`src/rtl/ctrl_reg_arbiter.sv`:
```
// ctrl_reg_arbiter: shared 8-bit control register, round-robin write arbiter.
// Masters post masked writes. One write commits per clock.
//
// Ports:
//   clock   : single clock; all state updates on posedge
//   reset   : asynchronous, active-low clear
//   req     : per-master write request, one bit per master
//   lock    : per-master lock request, sampled with req
//   wr_mask : master i bit mask at [8i+7:8i]; a 1 selects the bit for writing
//   wr_data : master i write data at [8i+7:8i]
//   gnt     : one-hot registered ack; the master's write committed at the last edge
//   control : current register value
//   busy    : high while one master holds the lock
//   owner   : index of the most recent winner, zero-extended to 3 bits

module ctrl_reg_arbiter #(
  parameter int         NumRequesters = 4,
  parameter int         NumOutputs    = 8,
  parameter logic [7:0] PulseMask     = 8'h00,
  parameter logic [7:0] InitValue     = 8'h00
) (
  input  logic                         clock,
  input  logic                         reset,
  input  logic [NumRequesters-1:0]     req,
  input  logic [NumRequesters-1:0]     lock,
  input  logic [8*NumRequesters-1:0]   wr_mask,
  input  logic [8*NumRequesters-1:0]   wr_data,
  output logic [NumRequesters-1:0]     gnt,
  output logic [7:0]                   control,
  output logic                         busy,
  output logic [2:0]                   owner
);

  localparam logic [7:0] WidthMask =
    8'(9'h1FF >> (9 - NumOutputs));
  localparam logic [7:0] ResetValue =
    InitValue & ~PulseMask & WidthMask;
  localparam logic [2:0] LastIdx =
    3'(NumRequesters - 1);

  typedef enum logic {
    ST_IDLE,
    ST_LOCKED
  } state_t;

  state_t                   r_state;
  logic [NumRequesters-1:0] r_gnt;
  logic [7:0]               r_ctrl;
  logic                     r_busy;
  logic [2:0]               r_owner;

  logic                     w_found;
  logic [2:0]               w_win;
  logic                     w_win_lock;
  logic [7:0]               w_mask;
  logic [7:0]               w_data;
  logic [7:0]               w_next;
  logic [NumRequesters-1:0] w_onehot;
  int                       w_idx;

  // Winner search. In IDLE the loop walks from the farthest
  // slot back to owner+1 so the last hit is the nearest one.
  // In LOCKED only the current owner may write.
  always_comb begin
    w_found = 1'b0;
    w_win   = r_owner;
    w_idx   = 0;
    if (r_state == ST_LOCKED) begin
      for (int i = 0; i < NumRequesters; i++) begin
        if (3'(i) == r_owner) begin
          w_found = req[i];
        end
      end
    end else begin
      for (int k = NumRequesters; k >= 1; k--) begin
        w_idx = (int'(r_owner) + k) % NumRequesters;
        for (int i = 0; i < NumRequesters; i++) begin
          if (i == w_idx && req[i]) begin
            w_found = 1'b1;
            w_win   = 3'(i);
          end
        end
      end
    end
  end

  // Winner's lock, mask and data. In LOCKED w_win is the owner,
  // so w_win_lock is also the lock-release test.
  always_comb begin
    w_win_lock = 1'b0;
    w_mask     = 8'h00;
    w_data     = 8'h00;
    w_onehot   = '0;
    for (int i = 0; i < NumRequesters; i++) begin
      if (3'(i) == w_win) begin
        w_win_lock  = lock[i];
        w_mask      = wr_mask[8*i +: 8];
        w_data      = wr_data[8*i +: 8];
        w_onehot[i] = w_found;
      end
    end
  end

  // Pulse bits fall every edge unless the committed write
  // sets them again.
  always_comb begin
    w_next = r_ctrl & ~PulseMask;
    if (w_found) begin
      w_next = (w_next & ~(w_mask & WidthMask))
             | (w_data & w_mask & WidthMask);
    end
    w_next = w_next & WidthMask;
  end

  always_ff @(posedge clock or negedge reset) begin
    if (!reset) begin
      r_state <= ST_IDLE;
      r_gnt   <= '0;
      r_ctrl  <= ResetValue;
      r_busy  <= 1'b0;
      r_owner <= LastIdx;
    end else begin
      r_gnt  <= w_onehot;
      r_ctrl <= w_next;
      if (w_found) begin
        r_owner <= w_win;
      end
      unique case (r_state)
        ST_IDLE: begin
          if (w_found && w_win_lock) begin
            r_state <= ST_LOCKED;
            r_busy  <= 1'b1;
          end
        end
        ST_LOCKED: begin
          if (!w_win_lock) begin
            r_state <= ST_IDLE;
            r_busy  <= 1'b0;
          end
        end
      endcase
    end
  end

  assign gnt     = r_gnt;
  assign control = r_ctrl;
  assign busy    = r_busy;
  assign owner   = r_owner;

endmodule

```
`config.mk`:
```
export PLATFORM = sky130hd
export DESIGN_NAME = ctrl_reg_arbiter
export DESIGN_NICKNAME = d
export VERILOG_FILES = /design/src/rtl/ctrl_reg_arbiter.sv
export SDC_FILE = /design/constraint.sdc
export NUM_CORES = 1
export LEC_CHECK = 0
export CORE_MARGIN = 3
export CORE_UTILIZATION = 33
export DETAILED_ROUTE_END_ITERATION = 12
export GPL_TIMING_DRIVEN = 0
export PLACE_DENSITY = 0.76
export REMOVE_ABC_BUFFERS = 1
export SYNTH_ARGS = -nofsm -noshare
export SYNTH_HDL_FRONTEND = slang
export SYNTH_SLANG_ARGS = --single-unit
```
`constraint.sdc`:
```
create_clock -name clock -period 2.2 [get_ports clock]
set_input_delay 0.44 -clock clock [delete_from_list [all_inputs] [get_ports clock]]
set_output_delay 0.44 -clock clock [all_outputs]
set_load 0.005 [all_outputs]
```
==> results of run 1 <==
layer usage:
metal / up-vias / track usage (%) / part of all wire (%)
met4: 0 / 5.428 / 0.63
met1: 773 / 25.64 / 42
li1: 815 / - / -
met5: - / 0 / 0
met3: 4 / 3.324 / 7.1
met2: 64 / 32.46 / 50
worst register-to-register path, cell delays in order (launching register included):
cell and delay [ns]:
dfstp_2 0.62, o21ai_0 0.21, or3_4 0.42, nand2_4 0.12, nor2_4 0.08, a221oi_2 0.24
mux2_1 0.34
where the power goes:
part	switching, W	leakage (nW)	internal, W	total (W)
Clock	0.000116	0.0255	0.000126	0.000242
Sequential	0.000136	0.202	0.000482	0.000617
Combinational	0.00121	0.820	0.00129	0.00250
Total	0.00146	1.05	0.00190	0.00336
metrics by stage:
step | hold slack (ns) | total power (W) | instance area, sq um | util (%) | setup TNS (ns)
2_1_floorplan | 0.1444 | 0.001919 | 1394 | - | -0.3774
3_3_place_gp | 0.4736 | 0.002654 | 2347 | 57.04 | -9.119
3_5_place_dp | 0.4804 | 0.002675 | 2347 | 57.04 | -9.223
4_1_cts | 0.4987 | 0.003200 | 2530 | 61.48 | -0.09619
5_1_grt | 0.5198 | 0.003637 | 2618 | 63.61 | -0.03475
6_report | 0.4950 | 0.003358 | 2618 | 63.61 | 0
cell type report:
type	instances	share of cell area (%)
clock buffers	3	1.577
inverters	13	2.151
well taps	50	2.390
repair buffers	101	37.57
flip-flops and latches	17	16.40
multi-input cells	119	39.72
clock inverters	1	0.1912
cell families (layout without fill, tap and decap cells):
group	count (synthesis)	in the layout	synth area share, %
multiplexers	20	20	15.08
AO/OA/AOI/OAI	60	60	31.46
buffers and inverters	20	118	6.845
flip-flops	17	17	29.64
AND/OR/NAND/NOR	39	39	16.98
what timing repair did:
action | in CTS | in global routing
endpoints found under the hold margin | 0 | 0
gates resized for setup | 18 | 15
pin swaps | 5 | 10
setup buffers | 8 | 4
setup endpoints to repair | 14 | 10
cell usage after synthesis (all sizes together) (2+ instances only):
library cell and count:
nor3 6, a31oi 9, inv 13, nor2 5
nor2b 2, mux2i 18, buf 7, nand2b 2
nand2 2, dfstp 2, o31ai 3, nand3 9
nor3b 8, a21boi 7, a31o 7, o21ai 11
dfrtp 15, o221ai 7, a21oi 2, o21a 7
and4 2
worst max path at each step:
| stage | from | to | slack (ns) | cells past startpoint |
|---|---|---|---|---|
| after floorplan | owner[1] | flip-flop | -0.05 | 5 |
| after detailed placement | req[3] | flip-flop | -0.88 | 7 |
| after global placement | req[3] | flip-flop | -0.90 | 7 |
| after CTS | req[1] | flip-flop | -0.04 | 7 |
| after global routing | owner[1] | busy | -0.02 | 6 |
| final | owner[1] | flip-flop | 0.05 | 6 |
==> results.json, run 1 <==
{
  "outcome": "complete, no violations",
  "tightestPinTransition_ns": 0.8762,
  "cpMaxStageDelayCell": "dfstp_2",
  "critPathBufInv": 0,
  "seq_area_sq_um": 429.2,
  "layout.filler_cells": 370,
  "floorplan_die_area_sq_um": 5205,
  "r2r_setup_slack_ns": 0.05,
  "post-synth-top-area-cell": "dfrtp_1",
  "static-leakage-power_nw": 1.048,
  "track_usage_pct": 19.39,
  "dp_slack_ns": -0.8762,
  "start_kind": "flip-flop",
  "most_frequent_standard_cell_in_the_layout_excluding_fill_and_tap_cells": "clkdlybuf4s50_1",
  "cts_buffers": 3,
  "final_critical_period_ns": 2.149,
  "vdd_drop_max_uv": 790.0,
  "final_cell_mix": "85 x clkdlybuf4s50_1, 17 x mux2i_1, 14 x dfrtp_1",
  "multi_input_comb_area_sq_um": 1040,
  "io_buffer_count": 89,
  "htreeDepth": 1,
  "final_max_slew_viol_count": 0,
  "edff_count_synth": 0,
  "synth_seq_area_share_pct": 29.64,
  "top_level_ports": 90,
  "detail_route.iter0.violations": 40,
  "cts.sinks": 17,
  "drt.antenna.violating_nets": 0,
  "dieHeight_microns": 72.15,
  "synthDominantCellAreaShare_pct": 26.00,
  "reg2reg_depth": 6,
  "drt-total-wl_microns": 5055,
  "area.growth.synth_to_final_pct": 81.28,
  "std_cell_rows": 23,
  "grt_start_max_net_pins": 26,
  "num-nets-final": 329,
  "post_synthesis_cells": 156,
  "synthesis_warning_total": 0,
  "synth_area_leaders": "dfrtp_1 26%, mux2i_1 12%, a31o_1 4.2%",
  "path_delay_family": "flip-flops",
  "clock_skew_ns": 0.008651,
  "clock_tree_from_tritoncts": "done",
  "initial_utilization_pct": 35.09,
  "worst-setup-path-type": "reg2reg",
  "globalplace.congestion": 0.7711,
  "post_drt_via_cell_ratio": 5.447,
  "number_of_antenna_violations_at_the_first_check_in_global_routing": 0,
  "setup_violations": 0,
  "insertion_delay_ns": 0.25,
  "fin_ws_ns": 0.05061,
  "worst-endpoint-arrival_ns": 2.29,
  "final_hold_viol_count": 0,
  "grt.overflow.total": 0,
  "synth_flop_cell": "dfrtp_1",
  "antenna_cells": 0,
  "yosys.cell_types.count": 40,
  "timing.critical_path.required_ns": 2.34,
  "worst_path_largest_cell_delay_ns": 0.62,
  "cts.clk_slew.worst_paths_ns": 0.08,
  "cell_breakdown_of_the_critical_path": "o21ai_0, or3_4, nand2_4, nor2_4, a221oi_2, mux2_1",
  "fin_cells": 304,
  "die_w_microns": 72.15,
  "crit-reg2reg-launch": "owner[1]",
  "worst_hold_path_type": "reg2reg",
  "grt_first_pass_wirelength_microns": 8059,
  "timing.critical_path.to_type": "flip-flop",
  "postSynthRegisterBits": 17,
  "drv_cap": 0,
  "numPlacedInstances": 288,
  "holdPathStages": 1,
  "place_hpwl_microns": 3652,
  "timing.max_slew.rel_slack_pct": 41.40,
  "cts.root.buffer_cell": "clkbuf_8",
  "critical_path_peak_fanout": 8,
  "maximum_clock_rate_mhz": 465.2,
  "fraction_of_synthesis_flops_using_an_asynchronous_set_or_reset_pin_pct": 100.0,
  "routedWlPerCell_microns": 16.63,
  "pwr_density_cell_nw_per_um2": 1283,
  "via_count_of_the_first_global_routing_pass": 1718,
  "final_min_period_over_clock_period_pct": 97.70,
  "synthesis.area_per_instance_sq_um": 9.256,
  "drt_first_pass_iters": 4,
  "postCtsHoldBufs": 0,
  "ctsLongestPathBuffers": 2,
  "drive_above_1_share_pct": 15.35,
  "remaining_drc_errors": 0,
  "floorplan.core_area_sq_um": 4115,
  "synthesis.area_sq_um": 1444,
  "routed-via-count": 1656
}
Note: power is estimated with default switching activity, not from simulation.
==> run 2, diff against run 1 <==
Settings changed: CTS_CLUSTER_SIZE set to 30.
==> results of run 2 <==
Same layout as run 1: the final DEF is identical, and so are final timing and power.
